<file path="src/rtl/vend_money_ledger_if.sv">
// Signal bundle between the key-filter stage and the money ledger.
// master: key filters / display side (drives pulses and switches, reads money values)
// slave : vend_money_ledger (reads pulses and switches, drives money values and strobes)
interface vend_money_ledger_if;
  logic       in_money_one;
  logic       in_money_five;
  logic       in_money_ten;
  logic       in_money_twenty;
  logic       in_money_fifty;
  logic       sys_Goods;
  logic       sys_Confirm;
  logic       sys_Change;
  logic       sys_Cancel;
  logic [2:0] type_SW_high;
  logic [2:0] type_SW_low;
  logic [1:0] num_SW;
  logic [7:0] need_money;
  logic [7:0] input_money;
  logic [7:0] change_money;
  logic       dispense;
  logic       coin_reject;
  logic [1:0] state_o;

  modport master (
    output in_money_one, in_money_five, in_money_ten, in_money_twenty, in_money_fifty,
    output sys_Goods, sys_Confirm, sys_Change, sys_Cancel,
    output type_SW_high, type_SW_low, num_SW,
    input  need_money, input_money, change_money, dispense, coin_reject, state_o
  );

  modport slave (
    input  in_money_one, in_money_five, in_money_ten, in_money_twenty, in_money_fifty,
    input  sys_Goods, sys_Confirm, sys_Change, sys_Cancel,
    input  type_SW_high, type_SW_low, num_SW,
    output need_money, input_money, change_money, dispense, coin_reject, state_o
  );
endinterface

</file>
<file path="src/rtl/vend_money_ledger.sv">
// Vending machine transaction / money-accounting core.
// Runs selection -> payment -> settlement, accumulates coins with an overflow
// ceiling, computes change or refund and holds the result for a timed period.
// Ports:
//   sys_clk  : system clock, rising edge
//   sys_rst  : asynchronous active-high reset
//   bus      : vend_money_ledger_if.slave (coin/key pulses, goods switches in;
//              need/input/change money, dispense, coin_reject, state_o out)
// Optional feature macro VEND_AUTO_SETTLE_EN: when defined, PAY settles on its
// own as soon as the inserted money covers the price.
module vend_money_ledger #(
  parameter int MAX_MONEY   = 255,
  parameter int HOLD_CYCLES = 300000000
) (
  input  logic             sys_clk,
  input  logic             sys_rst,
  vend_money_ledger_if.slave bus
);

  typedef enum logic [1:0] {
    IDLE   = 2'd0,
    SELECT = 2'd1,
    PAY    = 2'd2,
    DONE   = 2'd3
  } state_t;

`ifdef VEND_AUTO_SETTLE_EN
  localparam bit AUTO_SETTLE = 1'b1;
`else
  localparam bit AUTO_SETTLE = 1'b0;
`endif

  state_t      state, state_n;
  logic [7:0]  need_q, need_n;
  logic [7:0]  input_q, input_n;
  logic [7:0]  change_q, change_n;
  logic        dispense_q, dispense_n;
  logic        reject_q, reject_n;
  logic [31:0] hold_cnt, hold_n;

  logic [7:0]  code, price, coin_sum;
  logic [8:0]  money_sum;
  logic        coin_any, coin_ok, goods_ev, hold_last, covered, settle_ev;

  always_comb begin
    code      = 8'(bus.type_SW_high) * 8'd10 + 8'(bus.type_SW_low);
    price     = code * 8'(bus.num_SW);
    coin_sum  = (bus.in_money_one    ? 8'd1  : 8'd0) +
                (bus.in_money_five   ? 8'd5  : 8'd0) +
                (bus.in_money_ten    ? 8'd10 : 8'd0) +
                (bus.in_money_twenty ? 8'd20 : 8'd0) +
                (bus.in_money_fifty  ? 8'd50 : 8'd0);
    coin_any  = bus.in_money_one | bus.in_money_five | bus.in_money_ten |
                bus.in_money_twenty | bus.in_money_fifty;
    // 9-bit sum so the ceiling compare sees a carry out of 8 bits
    money_sum = {1'b0, input_q} + {1'b0, coin_sum};
    coin_ok   = money_sum <= 9'(MAX_MONEY);
    // A quantity of zero makes the goods key a no-op everywhere
    goods_ev  = bus.sys_Goods && (bus.num_SW != 2'd0);
    hold_last = hold_cnt == 32'(HOLD_CYCLES - 1);
    covered   = input_q >= need_q;
    settle_ev = bus.sys_Change | (AUTO_SETTLE & covered);
  end

  always_comb begin
    state_n    = state;
    need_n     = need_q;
    input_n    = input_q;
    change_n   = change_q;
    dispense_n = 1'b0;
    reject_n   = 1'b0;
    hold_n     = hold_cnt;
    unique case (state)
      IDLE: begin
        // Cancel/Change/Confirm are no-ops here but still outrank goods and coins
        if (!(bus.sys_Cancel | bus.sys_Change | bus.sys_Confirm)) begin
          if (goods_ev) begin
            need_n  = price;
            state_n = SELECT;
          end else if (coin_any) begin
            reject_n = 1'b1;
          end
        end
      end
      SELECT: begin
        if (bus.sys_Cancel) begin
          need_n  = 8'd0;
          state_n = IDLE;
        end else if (bus.sys_Change) begin
          // dropped
        end else if (bus.sys_Confirm) begin
          state_n = PAY;
        end else if (goods_ev) begin
          need_n = price;
        end else if (coin_any) begin
          reject_n = 1'b1;
        end
      end
      PAY: begin
        if (bus.sys_Cancel) begin
          change_n = input_q;
          need_n   = 8'd0;
          hold_n   = 32'd0;
          state_n  = DONE;
        end else if (settle_ev) begin
          // An uncovered change request is swallowed, coins included
          if (covered) begin
            change_n   = input_q - need_q;
            dispense_n = 1'b1;
            hold_n     = 32'd0;
            state_n    = DONE;
          end
        end else if (coin_any) begin
          // Confirm/Goods are no-ops in PAY, so coins still land alongside them
          if (coin_ok) input_n  = money_sum[7:0];
          else         reject_n = 1'b1;
        end
      end
      DONE: begin
        if (bus.sys_Cancel) begin
          need_n   = 8'd0;
          input_n  = 8'd0;
          change_n = 8'd0;
          hold_n   = 32'd0;
          state_n  = IDLE;
        end else if (goods_ev && !(bus.sys_Change | bus.sys_Confirm)) begin
          need_n   = price;
          input_n  = 8'd0;
          change_n = 8'd0;
          hold_n   = 32'd0;
          state_n  = SELECT;
        end else if (hold_last) begin
          need_n   = 8'd0;
          input_n  = 8'd0;
          change_n = 8'd0;
          hold_n   = 32'd0;
          state_n  = IDLE;
        end else begin
          hold_n = hold_cnt + 32'd1;
          if (coin_any && !(bus.sys_Change | bus.sys_Confirm | bus.sys_Goods))
            reject_n = 1'b1;
        end
      end
      default: state_n = IDLE;
    endcase
  end

  always_ff @(posedge sys_clk or posedge sys_rst) begin
    if (sys_rst) begin
      state      <= IDLE;
      need_q     <= 8'd0;
      input_q    <= 8'd0;
      change_q   <= 8'd0;
      dispense_q <= 1'b0;
      reject_q   <= 1'b0;
      hold_cnt   <= 32'd0;
    end else begin
      state      <= state_n;
      need_q     <= need_n;
      input_q    <= input_n;
      change_q   <= change_n;
      dispense_q <= dispense_n;
      reject_q   <= reject_n;
      hold_cnt   <= hold_n;
    end
  end

  assign bus.need_money   = need_q;
  assign bus.input_money  = input_q;
  assign bus.change_money = change_q;
  assign bus.dispense     = dispense_q;
  assign bus.coin_reject  = reject_q;
  assign bus.state_o      = state;

endmodule
</file>
<file path="src/flat_wrapper.sv">
// flat-port wrapper written by rule: the top's interface ports become plain ports
module vend_money_ledger_flat 
#(
  parameter int MAX_MONEY   = 255,
  parameter int HOLD_CYCLES = 300000000
)
  (sys_clk, sys_rst, bus_in_money_one, bus_in_money_five, bus_in_money_ten, bus_in_money_twenty, bus_in_money_fifty, bus_sys_Goods, bus_sys_Confirm, bus_sys_Change, bus_sys_Cancel, bus_type_SW_high, bus_type_SW_low, bus_num_SW, bus_need_money, bus_input_money, bus_change_money, bus_dispense, bus_coin_reject, bus_state_o);
  vend_money_ledger_if bus_i ();
  input  logic sys_clk;
  input  logic sys_rst;
  input wire logic [$bits(bus_i.in_money_one)-1:0] bus_in_money_one;
  input wire logic [$bits(bus_i.in_money_five)-1:0] bus_in_money_five;
  input wire logic [$bits(bus_i.in_money_ten)-1:0] bus_in_money_ten;
  input wire logic [$bits(bus_i.in_money_twenty)-1:0] bus_in_money_twenty;
  input wire logic [$bits(bus_i.in_money_fifty)-1:0] bus_in_money_fifty;
  input wire logic [$bits(bus_i.sys_Goods)-1:0] bus_sys_Goods;
  input wire logic [$bits(bus_i.sys_Confirm)-1:0] bus_sys_Confirm;
  input wire logic [$bits(bus_i.sys_Change)-1:0] bus_sys_Change;
  input wire logic [$bits(bus_i.sys_Cancel)-1:0] bus_sys_Cancel;
  input wire logic [$bits(bus_i.type_SW_high)-1:0] bus_type_SW_high;
  input wire logic [$bits(bus_i.type_SW_low)-1:0] bus_type_SW_low;
  input wire logic [$bits(bus_i.num_SW)-1:0] bus_num_SW;
  output wire logic [$bits(bus_i.need_money)-1:0] bus_need_money;
  output wire logic [$bits(bus_i.input_money)-1:0] bus_input_money;
  output wire logic [$bits(bus_i.change_money)-1:0] bus_change_money;
  output wire logic [$bits(bus_i.dispense)-1:0] bus_dispense;
  output wire logic [$bits(bus_i.coin_reject)-1:0] bus_coin_reject;
  output wire logic [$bits(bus_i.state_o)-1:0] bus_state_o;
  assign bus_i.in_money_one = bus_in_money_one;
  assign bus_i.in_money_five = bus_in_money_five;
  assign bus_i.in_money_ten = bus_in_money_ten;
  assign bus_i.in_money_twenty = bus_in_money_twenty;
  assign bus_i.in_money_fifty = bus_in_money_fifty;
  assign bus_i.sys_Goods = bus_sys_Goods;
  assign bus_i.sys_Confirm = bus_sys_Confirm;
  assign bus_i.sys_Change = bus_sys_Change;
  assign bus_i.sys_Cancel = bus_sys_Cancel;
  assign bus_i.type_SW_high = bus_type_SW_high;
  assign bus_i.type_SW_low = bus_type_SW_low;
  assign bus_i.num_SW = bus_num_SW;
  assign bus_need_money = bus_i.need_money;
  assign bus_input_money = bus_i.input_money;
  assign bus_change_money = bus_i.change_money;
  assign bus_dispense = bus_i.dispense;
  assign bus_coin_reject = bus_i.coin_reject;
  assign bus_state_o = bus_i.state_o;
  vend_money_ledger #(.MAX_MONEY(MAX_MONEY), .HOLD_CYCLES(HOLD_CYCLES)) u_core (.sys_clk(sys_clk), .sys_rst(sys_rst), .bus(bus_i));
endmodule
</file>
<file path="config.mk">
export PLATFORM = sky130hd
export DESIGN_NAME = vend_money_ledger_flat
export DESIGN_NICKNAME = d
export VERILOG_FILES = /design/src/rtl/vend_money_ledger_if.sv /design/src/rtl/vend_money_ledger.sv /design/src/flat_wrapper.sv
export SDC_FILE = /design/constraint.sdc
export NUM_CORES = 1
export LEC_CHECK = 0
export CORE_ASPECT_RATIO = 1.25
export CORE_MARGIN = 4
export CORE_UTILIZATION = 52
export CTS_CLUSTER_DIAMETER = 80
export DETAILED_ROUTE_END_ITERATION = 8
export GPL_TIMING_DRIVEN = 1
export MAX_ROUTING_LAYER = met4
export PLACE_DENSITY = 0.74
export SYNTH_ARGS = -nofsm -noshare
export SYNTH_HDL_FRONTEND = slang
export SYNTH_SLANG_ARGS = --single-unit
</file>
<file path="constraint.sdc">
create_clock -name sys_clk -period 3.05 [get_ports sys_clk]
set_clock_uncertainty 0.1 [all_clocks]
set_input_delay 0.61 -clock sys_clk [delete_from_list [all_inputs] [get_ports sys_clk]]
set_output_delay 0.61 -clock sys_clk [all_outputs]
set_load 0.03 [all_outputs]
</file>
==> Word level (Yosys, flattened, before mapping) <==
Cells that the tools add are included.
{ "classes": {"addsub": 8, "mul": 2, "n_lt_le_gt_ge": 2, "eq_ne": 17, "muxes": 64, "n_bitwise": 8, "n_reduce_logical": 13} }
{ "op_table": {"columns": ["cell", "count"], "rows": [
  ["$mux W32", 6],
  ["$mux W8", 18],
  ["$pmux W32 S2", 1],
  ["$add A32 B1 Y32 const B", 1],
  ["$add A8 B8 Y8", 4],
  ["$eq A32 B29 Y1 const B", 1],
  ["$pmux W8 S2", 2],
  ["$pmux W8 S4", 1],
  ["$mux W2", 11],
  ["$mux W1", 19],
  ["$ne A3 B3 Y1 const B", 4],
  ["$add A8 B8 Y9", 1],
  ["$le A9 B8 Y1 const B", 1],
  ["$add A7 B3 Y8", 1],
  ["$ge A8 B8 Y1", 1],
  ["$mul A8 B2 Y8", 1],
  ["$ne A2 B2 Y1 const B", 4],
  ["$or A1 B1 Y1", 8],
  ["$pmux W2 S4", 1],
  ["$sub A8 B8 Y8", 1],
  ["$reduce_and A7 Y1", 1],
  ["$mul A3 B3 Y6 const B", 1],
  ["$mux W6", 1],
  ["$ne A2 B1 Y1 const B", 3],
  ["other kinds (16)", 21]
]} }
{ "word_totals": {"regBits": 60, "in_bits": 19, "output_inout_bits": 28, "word_cells": 121} }

==> Depth between registers and ports, before layout <==
{ "logic_depth": {"depth_word": 12, "ltp_mapped": 14, "mapped_depth_nobuf": 13} }

==> Worst setup path after synthesis <==
OpenSTA, ideal clock, no wires.
{ "synth_timing": {"path_type": "input-to-reg", "startpoint": "in bus_in_money_five", "endpoint": "reg u_core.input_q[7], in the netlist u_core.bus.input_money[7]", "setup_time_ns": 0.077, "arrival_ns": 3.185, "required_ns": 2.873, "setup_slack_ns": -0.312, "cell_stages": 12, "path_buffers": 0, "cell_sequence": "ha_1 -> fa_1 -> a21oi_1 -> nor2b_1 -> xnor2_1 -> ha_1 -> o211ai_1 -> a21oi_1 -> a211oi_1 -> o21ai_1 -> or4_1 -> a21oi_1"} }
{ "synth_via": {"elab_chain_cells": 11, "word_cells_on_any_way": 19, "classes_between": "add/sub: 5; order compare: 1; eq/ne: 2; mux: 6; bitwise: 4; reduce/logical: 1"} }
{ "synth_lines": {"columns": ["item", "line", "text"], "rows": [
  ["from (decl)", "flat_wrapper.sv:12", "input wire logic [$bits(bus_i.in_money_five)-1:0] bus_in_money_five;"],
  ["branches (longest 11 deep; another with $add A8 B8 Y9)", null, null],
  ["to (signal assigned)", "vend_money_ledger.sv:160", "input_q <= input_n;"],
  ["to (decl)", "vend_money_ledger.sv:35", "logic [7:0] input_q, input_n;"]
]} }
Parallel ways; which one is timed is not known. The select of a mux whose other input is x is not followed.
A chain may end at the register's enable or synchronous reset.

==> Worst setup path after layout <==
{ "layout_timing": {"startpoint": "in bus_type_SW_low[1]", "endpoint": "reg u_core.need_q[7], in the netlist u_core.bus.need_money[7]"} }
{ "layout_via": {"elab_chain_cells": 7, "word_cells_on_any_way": 10, "classes_between": "add/sub: 1; mul: 1; mux: 8"} }
{ "layout_lines": {"columns": ["item", "line", "text"], "rows": [
  ["from (decl)", "flat_wrapper.sv:21", "input wire logic [$bits(bus_i.type_SW_low)-1:0] bus_type_SW_low;"],
  ["$add A7 B3 Y8 *", "vend_money_ledger.sv:46", "code = 8'(bus.type_SW_high) * 8'd10 + 8'(bus.type_SW_low);"],
  ["$mul A8 B2 Y8 *", "vend_money_ledger.sv:47", "price = code * 8'(bus.num_SW);"],
  ["$mux W8", "vend_money_ledger.sv:77, vend_money_ledger.sv:93", null],
  ["$mux W8", "vend_money_ledger.sv:91", "end else if (bus.sys_Confirm) begin"],
  ["$mux W8", "vend_money_ledger.sv:89", "end else if (bus.sys_Change) begin"],
  ["$mux W8", "vend_money_ledger.sv:86", "if (bus.sys_Cancel) begin"],
  ["$pmux W8 S4 *", "vend_money_ledger.sv:73", "unique case (state)"],
  ["to (signal assigned)", "vend_money_ledger.sv:159", "need_q <= need_n;"],
  ["to (decl)", "vend_money_ledger.sv:34", "logic [7:0] need_q, need_n;"]
]} }
Mark *: on every way between the ends. The rest lies on a longest branch, timed or not. The select of a mux whose other input is x is not followed.

==> impl_metrics.xml <==
<?xml version="1.0" encoding="UTF-8"?>
<metrics>
  <group name="power_and_ir_drop">
    <metric name="power_frac_seq" unit="%">25.5</metric>
    <metric name="part_of_the_total_power_dissipated_in_the_clock_network" unit="%">17.9</metric>
    <metric name="p_sw" unit="mW">1.97</metric>
    <metric name="combinational_group_share_of_total_power" unit="%">56.5</metric>
    <metric name="ir_worst_vdd" unit="V">0.000612</metric>
    <metric name="finalPower" unit="mW">4.59</metric>
    <metric name="power.switching_fraction" unit="%">42.8</metric>
    <metric name="power.static_leakage" unit="nW">2.70</metric>
    <metric name="power-per-cell-area" unit="nW/µm²">754</metric>
    <metric name="internal-power" unit="mW">2.63</metric>
  </group>
  <group name="job">
    <metric name="max_cap_viol_count" unit="">0</metric>
  </group>
  <group name="floorplan">
    <metric name="design.die.area" unit="µm²">10200</metric>
    <metric name="fp.coreArea" unit="µm²">8330</metric>
    <metric name="fp.dieW" unit="µm">91.3</metric>
    <metric name="io-pin-count" unit="">47</metric>
    <metric name="initial_utilization" unit="%">54.1</metric>
    <metric name="floorplan.die.height" unit="µm">112</metric>
    <metric name="rows" unit="">37</metric>
  </group>
  <group name="clocking">
    <metric name="cts_buffers" unit="">9</metric>
    <metric name="clk_pin_slew_worst_paths" unit="ns">0.06</metric>
    <metric name="clock_tree.root_cell" unit="">sky130_fd_sc_hd__clkbuf_8</metric>
    <metric name="worstSkewPairLatency" unit="ns">0.35</metric>
    <metric name="tritoncts" unit="">done</metric>
    <metric name="cts_sinks" unit="">60</metric>
    <metric name="cts_buffer_depth" unit="">2</metric>
    <metric name="cts.htree.levels" unit="">3</metric>
  </group>
  <group name="worst_setup_path">
    <metric name="reg2reg_launch_point" unit="">u_core.bus.need_money[0]$_DFFE_PP0P_</metric>
    <metric name="crit_path_launch_type" unit="">input port</metric>
    <metric name="critical_path_peak_fanout" unit="">3</metric>
    <metric name="worst-setup-path-type" unit="">input port to flop</metric>
    <metric name="reg2reg_setup_slack" unit="ns">0.36</metric>
    <metric name="worstPathRequired" unit="ns">3.17</metric>
    <metric name="cp-end-kind" unit="">flop</metric>
    <metric name="timing.reg2reg.worst_path_depth" unit="">9</metric>
    <metric name="worstPathArrival" unit="ns">3.17</metric>
    <metric name="reg2reg_to" unit="">u_core.bus.change_money[7]$_DFFE_PP0P_</metric>
  </group>
  <group name="sta">
    <metric name="max_slew.worst_pin.slew" unit="ns">0.594</metric>
    <metric name="hold_violations" unit="">0</metric>
    <metric name="finalSetupViolCount" unit="">0</metric>
    <metric name="grt_setup_unrepaired" unit="">true</metric>
    <metric name="min_period" unit="ns">3.05</metric>
    <metric name="final_max_slew_viol_count" unit="">0</metric>
    <metric name="final.hold.worst_slack" unit="ns">0.393</metric>
    <metric name="max_freq" unit="MHz">328</metric>
    <metric name="layout_worst_path_cycle_share" unit="%">99.9</metric>
    <metric name="max-slew-margin-rel" unit="%">59.8</metric>
    <metric name="postLayoutSetupSlackWorst" unit="ns">0.00430</metric>
    <metric name="setup_tns" unit="ns">0</metric>
  </group>
  <group name="yosys">
    <metric name="postSynth.asyncResetShare" unit="%">100</metric>
    <metric name="synth_top_area_share" unit="%">33.3</metric>
    <metric name="netlist_top_cells_area" unit="">sky130_fd_sc_hd__dfrtp_1 (33%), sky130_fd_sc_hd__ha_1 (9.4%), sky130_fd_sc_hd__a21oi_1 (5.1%)</metric>
    <metric name="post_synth_inst_count" unit="">520</metric>
    <metric name="proportion_of_synthesized_chip_area_in_sequential_cells" unit="%">33.3</metric>
    <metric name="synthesis.area_per_instance" unit="µm²">8.68</metric>
    <metric name="synth_top_cell_by_area" unit="">sky130_fd_sc_hd__dfrtp_1</metric>
    <metric name="yosys_register_bits" unit="">60</metric>
    <metric name="ys.warnings.count" unit="">0</metric>
    <metric name="synth_top_flop_cell" unit="">sky130_fd_sc_hd__dfrtp_1</metric>
    <metric name="synth.net_count" unit="">578</metric>
    <metric name="synth_enable_flop_cells" unit="">0</metric>
    <metric name="synthesis.area" unit="µm²">4510</metric>
    <metric name="synth.lib_cells_used.distinct" unit="">55</metric>
  </group>
  <group name="placed_design">
    <metric name="dp_hpwl" unit="mm">9.03</metric>
    <metric name="dp_worst_setup_slack" unit="ns">-0.517</metric>
    <metric name="port-buffer-count" unit="">46</metric>
    <metric name="gpl.final_weighted_congestion" unit="">0.867</metric>
  </group>
  <group name="route">
    <metric name="post_drt_wl_per_cell" unit="µm">17.4</metric>
    <metric name="ant_nets" unit="">0</metric>
    <metric name="detailroute.via_count" unit="">4520</metric>
    <metric name="routed_wl" unit="mm">12.9</metric>
    <metric name="firstDrtPassIters" unit="">5</metric>
    <metric name="number_of_drc_markers_in_iteration_0" unit="">260</metric>
    <metric name="drt-vias-per-instance" unit="">6.12</metric>
    <metric name="post-route-drc-count" unit="">0</metric>
  </group>
  <group name="final_layout">
    <metric name="total_number_of_nets_in_the_final_design" unit="">695</metric>
    <metric name="finish.utilization" unit="%">73.1</metric>
    <metric name="multiInputGateArea" unit="µm²">3040</metric>
    <metric name="final.fill_count" unit="">596</metric>
    <metric name="final_antenna_diode_count" unit="">0</metric>
    <metric name="flow.area_growth_from_synthesis" unit="%">35.1</metric>
    <metric name="fraction_of_layout_cells_with_a_size_suffix_above_1" unit="%">23.1</metric>
    <metric name="final-seq-area" unit="µm²">1500</metric>
  </group>
  <group name="grt">
    <metric name="grt_antenna_before_repair" unit="">0</metric>
    <metric name="global_route.usage.met2" unit="%">44.0</metric>
    <metric name="grt_overflow_total" unit="">0</metric>
    <metric name="grt_first_pass_wirelength" unit="mm">20.8</metric>
    <metric name="gr-usage-met1" unit="%">29.7</metric>
    <metric name="grt_max_degree" unit="">37</metric>
    <metric name="grt_pass1_vias" unit="">4420</metric>
    <metric name="busiest_layer" unit="">met2</metric>
    <metric name="grtUsageTotal" unit="%">25.0</metric>
    <metric name="gr_met3_demand_resource" unit="%">4.09</metric>
  </group>
  <group name="worst_hold_path">
    <metric name="min_delay_worst_endpoint" unit="">u_core.bus.change_money[1]$_DFFE_PP0P_</metric>
    <metric name="min_from" unit="">u_core.bus.change_money[1]$_DFFE_PP0P_</metric>
    <metric name="hold_class" unit="">flop to flop</metric>
    <metric name="hold-path-cell-count" unit="">1</metric>
  </group>
  <group name="status">
    <metric name="outcome" unit="">finished, final reports clean</metric>
  </group>
</metrics>
[worst max-delay path, stage by stage]
cell                              delay, ns
sky130_fd_sc_hd__clkdlybuf4s50_1       0.46
sky130_fd_sc_hd__ha_2                  0.20
sky130_fd_sc_hd__fa_2                  0.43
sky130_fd_sc_hd__and2_4                0.17
sky130_fd_sc_hd__fa_2                  0.39
sky130_fd_sc_hd__a211oi_2              0.29
sky130_fd_sc_hd__o21bai_2              0.11
sky130_fd_sc_hd__a21oi_4               0.19
sky130_fd_sc_hd__a211oi_2              0.06
sky130_fd_sc_hd__o211ai_1              0.17
sky130_fd_sc_hd__nand3_1               0.09
[per-layer routing]
layer / routed length (µm) / vias up
met5: 0 / -
met4: 349 / 0
met3: 624 / 29
met2: 6770 / 147
met1: 5110 / 2187
li1: - / 2157
[flip-flops by register name, indices dropped and copies added (netlist names), named ones only]
signal	cells
u_core.bus.state_o	1
u_core.bus.change_money	8
u_core.bus.input_money	8
u_core.bus.need_money	8
u_core.bus.dispense	1
u_core.hold_cnt	32
u_core.bus.coin_reject	1
[cell type report]
class | count | share of cell area (%)
tap | 97 | 1.99
multi-input combinational | 406 | 49.8
timing repair buffer | 128 | 17.9
inverter | 32 | 1.97
clock inverter | 4 | 1.19
sequential | 60 | 24.6
clock buffer | 11 | 2.48
[through the flow]
step                cell area, µm²  std cells
finish                        6090        738
global placement              5600        714
detailed placement            5600        714
global route                  6090        738
CTS                           5910        732
floorplan                     4530        520
[cell usage in the layout (no fill, tap or decap), drive strengths merged, types with 5 or more instances in the layout]
cell type	Yosys	routed
nor3	14	14
or3	5	5
xnor2	12	12
buf	3	82
mux2i	9	9
a21oi	46	46
o41ai	8	8
nand2	33	33
dfrtp	60	60
clkdlybuf4s50	0	39
o21ai	41	41
nor2	27	27
xor2	11	11
and2	12	12
inv	31	31
fa	5	5
nand3	26	26
and4	5	5
o211ai	5	5
nand4	16	16
a22o	8	8
a21o	10	10
o2bb2ai	6	6
nor4	10	10
o31ai	5	5
nor2b	8	8
clkbuf	19	16
and3	9	9
ha	34	34
[cell usage after synthesis, drive strengths merged (6+ instances only)]
cell,number
a21o,10
a21oi,46
a22o,8
and2,12
and3,9
clkbuf,19
dfrtp,60
ha,34
inv,31
mux2i,9
nand2,33
nand3,26
nand4,16
nor2,27
nor2b,8
nor3,14
nor4,10
o21ai,41
o2bb2ai,6
o41ai,8
xnor2,12
xor2,11
[power groups by stage]
stage	clock network (mW)	logic, mW	registers (mW)
after floorplan	0	1.33	1.36
after global placement	0	2.34	1.17
after detailed placement	0	2.40	1.17
after CTS	0.826	2.46	1.16
after global routing	0.870	2.84	1.19
final	0.824	2.60	1.17
[kinds of logic (layout without fill, tap and decap cells)]
logic type | count (synthesis) | after routing | share of synthesized area (%)
and+or+nand+nor | 181 | 181 | 22.0
AOI/OAI and AO/OA | 154 | 154 | 22.0
DFF | 60 | 60 | 33.3
buffers and inverters | 54 | 175 | 4.63
adders and majority gates | 39 | 39 | 11.6
xor gates and xnor gates | 23 | 23 | 4.46
muxes | 9 | 9 | 2.00
[worst max path at each step]
stage                             start                                     to  cells past startpoint
finish               bus_type_SW_low[1]   u_core.bus.need_money[7]$_DFFE_PP0P_                     11
floorplan             bus_in_money_five  u_core.bus.input_money[7]$_DFFE_PP0P_                     12
global placement      bus_in_money_five  u_core.bus.input_money[2]$_DFFE_PP0P_                     14
global route         bus_type_SW_low[1]   u_core.bus.need_money[7]$_DFFE_PP0P_                     14
detailed placement    bus_in_money_five  u_core.bus.input_money[7]$_DFFE_PP0P_                     12
CTS                 bus_type_SW_high[0]   u_core.bus.need_money[7]$_DFFE_PP0P_                     14
[what timing repair did]
item,4_1_cts,5_1_grt
resized for setup,18,44
hold buffers,0,0
buffers inserted,3,7
endpoints found under the setup margin,11,13
pin swaps,10,29
hold endpoints to repair,0,0
Power figures use the tool's default switching activity.
